===== config.mk =====
export PLATFORM = sky130hd
export DESIGN_NAME = div_seq
export DESIGN_NICKNAME = d
export VERILOG_FILES = /design/src/rtl/div_pkg.sv /design/src/rtl/div_step.sv /design/src/rtl/div_seq.sv
export SDC_FILE = /design/constraint.sdc
export NUM_CORES = 1
export LEC_CHECK = 0
export CORE_ASPECT_RATIO = 1.4
export CORE_MARGIN = 4
export CORE_UTILIZATION = 41
export DETAILED_ROUTE_END_ITERATION = 10
export PLACE_DENSITY_LB_ADDON = 0.08
export SYNTH_ARGS = -nofsm -noshare
export SYNTH_HDL_FRONTEND = slang
export SYNTH_SLANG_ARGS = --single-unit
export TNS_END_PERCENT = 1

===== constraint.sdc =====
create_clock -name clk -period 4.3 [get_ports clk]
set_input_delay 0.43 -clock clk [delete_from_list [all_inputs] [get_ports clk]]
set_output_delay 0.43 -clock clk [all_outputs]
set_load 0.05 [all_outputs]

===== src/rtl/div_pkg.sv =====
// Shared constants and helpers for the sequential restoring divider.
// State encoding, counter sizing and two's-complement magnitude handling live here.
package div_pkg;

  localparam logic [1:0] ST_IDLE = 2'd0;
  localparam logic [1:0] ST_RUN  = 2'd1;
  localparam logic [1:0] ST_FIN  = 2'd2;

  // Widest operand the magnitude helpers can carry; callers size-cast in and out.
  localparam int MAX_W = 64;

  function automatic int cnt_width(input int w);
    return $clog2(w);
  endfunction

  function automatic logic [MAX_W-1:0] twos_neg(input logic [MAX_W-1:0] v);
    return ~v + 64'd1;
  endfunction

  function automatic logic [MAX_W-1:0] cond_neg(input logic [MAX_W-1:0] v,
                                                 input logic neg);
    return neg ? twos_neg(v) : v;
  endfunction

endpackage


===== src/rtl/div_step.sv =====
// One restoring-division iteration: shift in the next dividend bit, trial
// subtract the divisor, keep the difference only when it does not go negative.
module div_step
  import div_pkg::*;
#(
  parameter int W = 8
) (
  input  logic [W:0]   rem_i,
  input  logic         bit_i,
  input  logic [W-1:0] dvs_i,
  output logic [W:0]   rem_o,
  output logic         q_o
);

  logic [W+1:0] trial;

  // The extra top bit of trial acts as the borrow that signals a restore.
  always_comb begin
    trial = {rem_i, bit_i} - {2'b00, dvs_i};
    q_o   = ~trial[W+1];
    rem_o = q_o ? trial[W:0] : {rem_i[W-1:0], bit_i};
  end

endmodule


===== src/rtl/div_seq.sv =====
// Parametrised sequential restoring divider with unsigned/signed modes,
// busy/done handshake, remainder output and divide-by-zero flag.
module div_seq
  import div_pkg::*;
#(
  parameter int W = 8
) (
  input  logic         clk,
  input  logic         rst,
  input  logic         ld,
  input  logic         sgn,
  input  logic [W-1:0] a,
  input  logic [W-1:0] b,
  output logic         busy,
  output logic         done,
  output logic [W-1:0] q,
  output logic [W-1:0] r,
  output logic         dz
);

  localparam int CNT_W = cnt_width(W);

  logic [1:0]       state_q, state_d;
  logic [CNT_W-1:0] cnt_q, cnt_d;
  logic [W:0]       rem_q, rem_d;
  logic [W-1:0]     dvd_q, dvd_d;
  logic [W-1:0]     dvs_q, dvs_d;
  logic             neg_q_q, neg_q_d;
  logic             neg_r_q, neg_r_d;
  logic [W-1:0]     q_q, q_d;
  logic [W-1:0]     r_q, r_d;
  logic             dz_q, dz_d;

  logic [W:0]       rem_next;
  logic             q_bit;

  div_step #(.W(W)) u_step (
    .rem_i (rem_q),
    .bit_i (dvd_q[W-1]),
    .dvs_i (dvs_q),
    .rem_o (rem_next),
    .q_o   (q_bit)
  );

  // dvd_q doubles as the quotient register: dividend bits leave at the top
  // while quotient bits enter at the bottom.
  always_comb begin
    state_d = state_q;
    cnt_d   = cnt_q;
    rem_d   = rem_q;
    dvd_d   = dvd_q;
    dvs_d   = dvs_q;
    neg_q_d = neg_q_q;
    neg_r_d = neg_r_q;
    q_d     = q_q;
    r_d     = r_q;
    dz_d    = dz_q;

    case (state_q)
      ST_IDLE: begin
        if (ld) begin
          dz_d    = 1'b0;
          neg_q_d = sgn & (a[W-1] ^ b[W-1]);
          neg_r_d = sgn & a[W-1];
          if (b == '0) begin
            q_d     = '1;
            r_d     = a;
            dz_d    = 1'b1;
            state_d = ST_FIN;
          end else begin
            dvd_d   = W'(cond_neg(MAX_W'(a), sgn & a[W-1]));
            dvs_d   = W'(cond_neg(MAX_W'(b), sgn & b[W-1]));
            rem_d   = '0;
            cnt_d   = CNT_W'(W - 1);
            state_d = ST_RUN;
          end
        end
      end

      ST_RUN: begin
        rem_d = rem_next;
        dvd_d = {dvd_q[W-2:0], q_bit};
        if (cnt_q == '0) begin
          // Sign fix-up happens on the same edge that publishes the result.
          q_d     = W'(cond_neg(MAX_W'({dvd_q[W-2:0], q_bit}), neg_q_q));
          r_d     = W'(cond_neg(MAX_W'(rem_next[W-1:0]), neg_r_q));
          state_d = ST_FIN;
        end else begin
          cnt_d = cnt_q - CNT_W'(1);
        end
      end

      ST_FIN: begin
        state_d = ST_IDLE;
      end

      default: begin
        state_d = ST_IDLE;
      end
    endcase
  end

  always_ff @(posedge clk or negedge rst) begin
    if (!rst) begin
      state_q <= ST_IDLE;
      cnt_q   <= '0;
      rem_q   <= '0;
      dvd_q   <= '0;
      dvs_q   <= '0;
      neg_q_q <= 1'b0;
      neg_r_q <= 1'b0;
      q_q     <= '0;
      r_q     <= '0;
      dz_q    <= 1'b0;
    end else begin
      state_q <= state_d;
      cnt_q   <= cnt_d;
      rem_q   <= rem_d;
      dvd_q   <= dvd_d;
      dvs_q   <= dvs_d;
      neg_q_q <= neg_q_d;
      neg_r_q <= neg_r_d;
      q_q     <= q_d;
      r_q     <= r_d;
      dz_q    <= dz_d;
    end
  end

  assign busy = (state_q != ST_IDLE);
  assign done = (state_q == ST_FIN);
  assign q    = q_q;
  assign r    = r_q;
  assign dz   = dz_q;

endmodule


==> reports/qor.csv <==
stage,metric,value,unit
cells_and_area,# diodes,0,
yosys,Post-synth top flop,dfrtp_1,
place,GPL Wtd Cong,0.816,
clocking,TritonCTS clock tree,built,
yosys,Yosys cell types,55,
job,Max-Cap Viols,0,
yosys,Post-synth EDFFs,0,
yosys,share of the synthesized area in the top cell type,0.372,
sta,RSZ-0062 raised after global routing,false,
cells_and_area,Fill cells,787,
floorplan,Core Footprint,7800,um^2
yosys,"FFs w/ async S/R, synth",1.00,
sta,max_slew headroom,0.265,
status,status,"finished, final reports clean",
cells_and_area,Final nets,450,
floorplan,initial core utilization,0.422,
clocking,worst skew pair latency,0.31,ns
detailed_routing,final WL,8.43,mm
detailed_routing,Post-DRT Antenna Nets,0,
cells_and_area,ratio of cells with drive above 1 in the final layout,0.0769,
grt,gr ovfl total,0,
yosys,mapped cell area,3290,um^2
sta,"Hold Vio Cnt, Final",0,
detailed_routing,Via density,5.36,
yosys,Avg Inst Size Synth,8.60,um^2
cells_and_area,area delta synth->final,17.5,%
floorplan,Chip Height,114,um
clocking,clock root cell,clkbuf_8,
sta,Final Setup Violations,0,
clocking,H-tree depth,2,
grt,vias in the first global route,2788,
detailed_routing,total iterations of the first detailed-routing run,4,
worst_setup_path,Setup crit end kind,register,
clocking,cts repair resizes,0,
worst_setup_path,CP Launch Type,register,
yosys,Synth Register Bits,49,
place,placed instance count,508,
worst_setup_path,Critical Path RT,4.52,ns
sta,Max Slew Vio Count,0,
min_path,Hold Path Class,input port to asynchronous set/reset pin,
floorplan,die area,9550,um^2
detailed_routing,Routed WL per cell,16.3,um
grt,Total GRT Usage,0.183,
clocking,maximum buffer depth of the clock tree,2,
yosys,Yosys Warn Count,0,
sta,Clock Skews,0.0125,ns
floorplan,num rows,38,
sta,crit path time final,3.43,ns
cells_and_area,post-route insts no fill,516,
yosys,Syn Nets,418,
clocking,TritonCTS Sinks,49,
worst_setup_path,Worst EP arrival,3.65,ns
detailed_routing,routed vias,2767,
worst_setup_path,crit path max fanout,24,
sta,Total Neg Setup Slack,0,ns
cells_and_area,post-layout util,0.496,
sta,Fmax,292,MHz
grt,first-pass GRT wire length,14.1,mm
yosys,Syn Inst Count,383,
grt,largest net degree at the start of global routing,50,
place,IO buf count,38,
clocking,CTS Buf Count,5,
yosys,largest area contributor in the netlist,dfrtp_1,
detailed_routing,Remaining DRCs,0,
worst_setup_path,CP Class,register to register,
yosys,"Seq/Total Area, Yosys",0.372,
yosys,"top cells by area, synth","dfrtp_1, o21ai_0, ha_1",
clocking,number of buffers added for setup after CTS,0,
clocking,# hold bufs at CTS,0,
place,Post-DP HPWL,6.32,mm
floorplan,io pins,39,
grt,initial antenna violation count,0,
floorplan,DIE WIDTH,83.8,um
sta,period utilisation layout,0.797,
sta,Worst Tran Pin Value,1.10,ns
clocking,Worst-path clk slew,0.10,ns
detailed_routing,First DRT Iteration DRCs,68,
-- per-layer routing --
| layer | up-vias | wire [um] | global-route usage | share of wire |
|---|---|---|---|---|
| met3 | 9 | 300 | 0.0230 | 0.036 |
| met1 | 1323 | 3610 | 0.225 | 0.43 |
| li1 | 1386 | - | - | - |
| met2 | 49 | 4420 | 0.338 | 0.52 |
| met4 | 0 | 105 | 0.0472 | 0.012 |
| met5 | - | 0 | 0 | 0 |
-- per-stage QoR --
step | hold slack [ns] | setup slack [ns] | instance area [um^2]
floorplan | 0.134 | 1.22 | 3290
global placement | 0.456 | 0.860 | 3750
detailed placement | 0.469 | 0.819 | 3750
CTS | 0.254 | 0.861 | 3870
global route | 0.276 | 0.530 | 3870
finish | 0.209 | 0.873 | 3870
-- cell type report --
cell class,count,area (um^2),area share
clock buffers,6,82.6,0.0213
clock inverters,2,37.5,0.00970
inverters,20,75.1,0.0194
multi-input cells,296,1910,0.494
flip-flops and latches,49,1230,0.317
well taps,100,125,0.0323
repair buffers,43,413,0.107
-- registers in the layout, summed over array words and instances (netlist names) --
signal,cells
rem_q,9
dvd_q,8
dvs_q,8
q,8
r,8
cnt_q,3
state_q,2
dz,1
neg_q_q,1
neg_r_q,1
-- final timing paths --
kind	slack, ns	startpoint	cells past startpoint	endpoint
setup / recovery	0.87	rem_q[6]$_DFFE_PN0P_	14	r[6]$_DFFE_PN0P_
hold / removal	0.21	rst	2	q[0]$_DFFE_PN0P_
setup reg to reg	0.87	rem_q[6]$_DFFE_PN0P_	14	r[6]$_DFFE_PN0P_
hold reg to reg	0.48	cnt_q[0]$_DFFE_PN0P_	1	cnt_q[0]$_DFFE_PN0P_
max in group asynchronous	3.65	rst	2	cnt_q[0]$_DFFE_PN0P_
min in group clk	0.48	cnt_q[0]$_DFFE_PN0P_	1	cnt_q[0]$_DFFE_PN0P_
-- critical path: stages, from the launching register on --
cell and delay [ns]:
dfrtp_1 0.41, ha_1 0.37, a211o_1 0.34, a31o_2 0.21, a22oi_1 0.17, o211a_4 0.39
mux2_2 0.39, ha_1 0.22, nand2_1 0.08, nor3_1 0.05, nand2b_1 0.16, xor2_1 0.15
o21ai_0 0.17, a21oi_1 0.06, a211oi_1 0.16
-- kinds of logic after synthesis --
family | after synthesis | share of synthesized area
xor+xnor | 34 | 0.0904
fa+ha+maj | 15 | 0.0592
flops | 49 | 0.372
buf+inv | 38 | 0.0479
simple gates | 130 | 0.186
mux | 11 | 0.0349
compound gates | 106 | 0.209
-- synth_stat cells (4+ instances only) --
master and number:
nor3_1 9, dfrtp_1 49, o21ai_0 42, nand2b_1 5, a21oi_1 27, nor2_1 40
o211ai_1 5, xnor2_1 16, xor2_1 18, nand3_1 9, nand2_1 40, inv_1 20
mux2_2 4, ha_1 14, nor2b_1 4, mux2i_1 7, or3_1 5, clkbuf_1 12
o31ai_1 5
-- placed cells by master (no fill, tap or decap), types with 14 or more instances in the layout --
cell	netlist	final
a21oi_1	27	27
clkdlybuf4s50_1	0	37
dfrtp_1	49	49
ha_1	14	14
inv_1	20	20
nand2_1	40	40
nor2_1	40	40
o21ai_0	42	42
xnor2_1	16	16
xor2_1	18	18
Power is left out: the tool's default activity adds up to more than one toggle a clock period on the data nets, which glitch-free logic cannot reach.
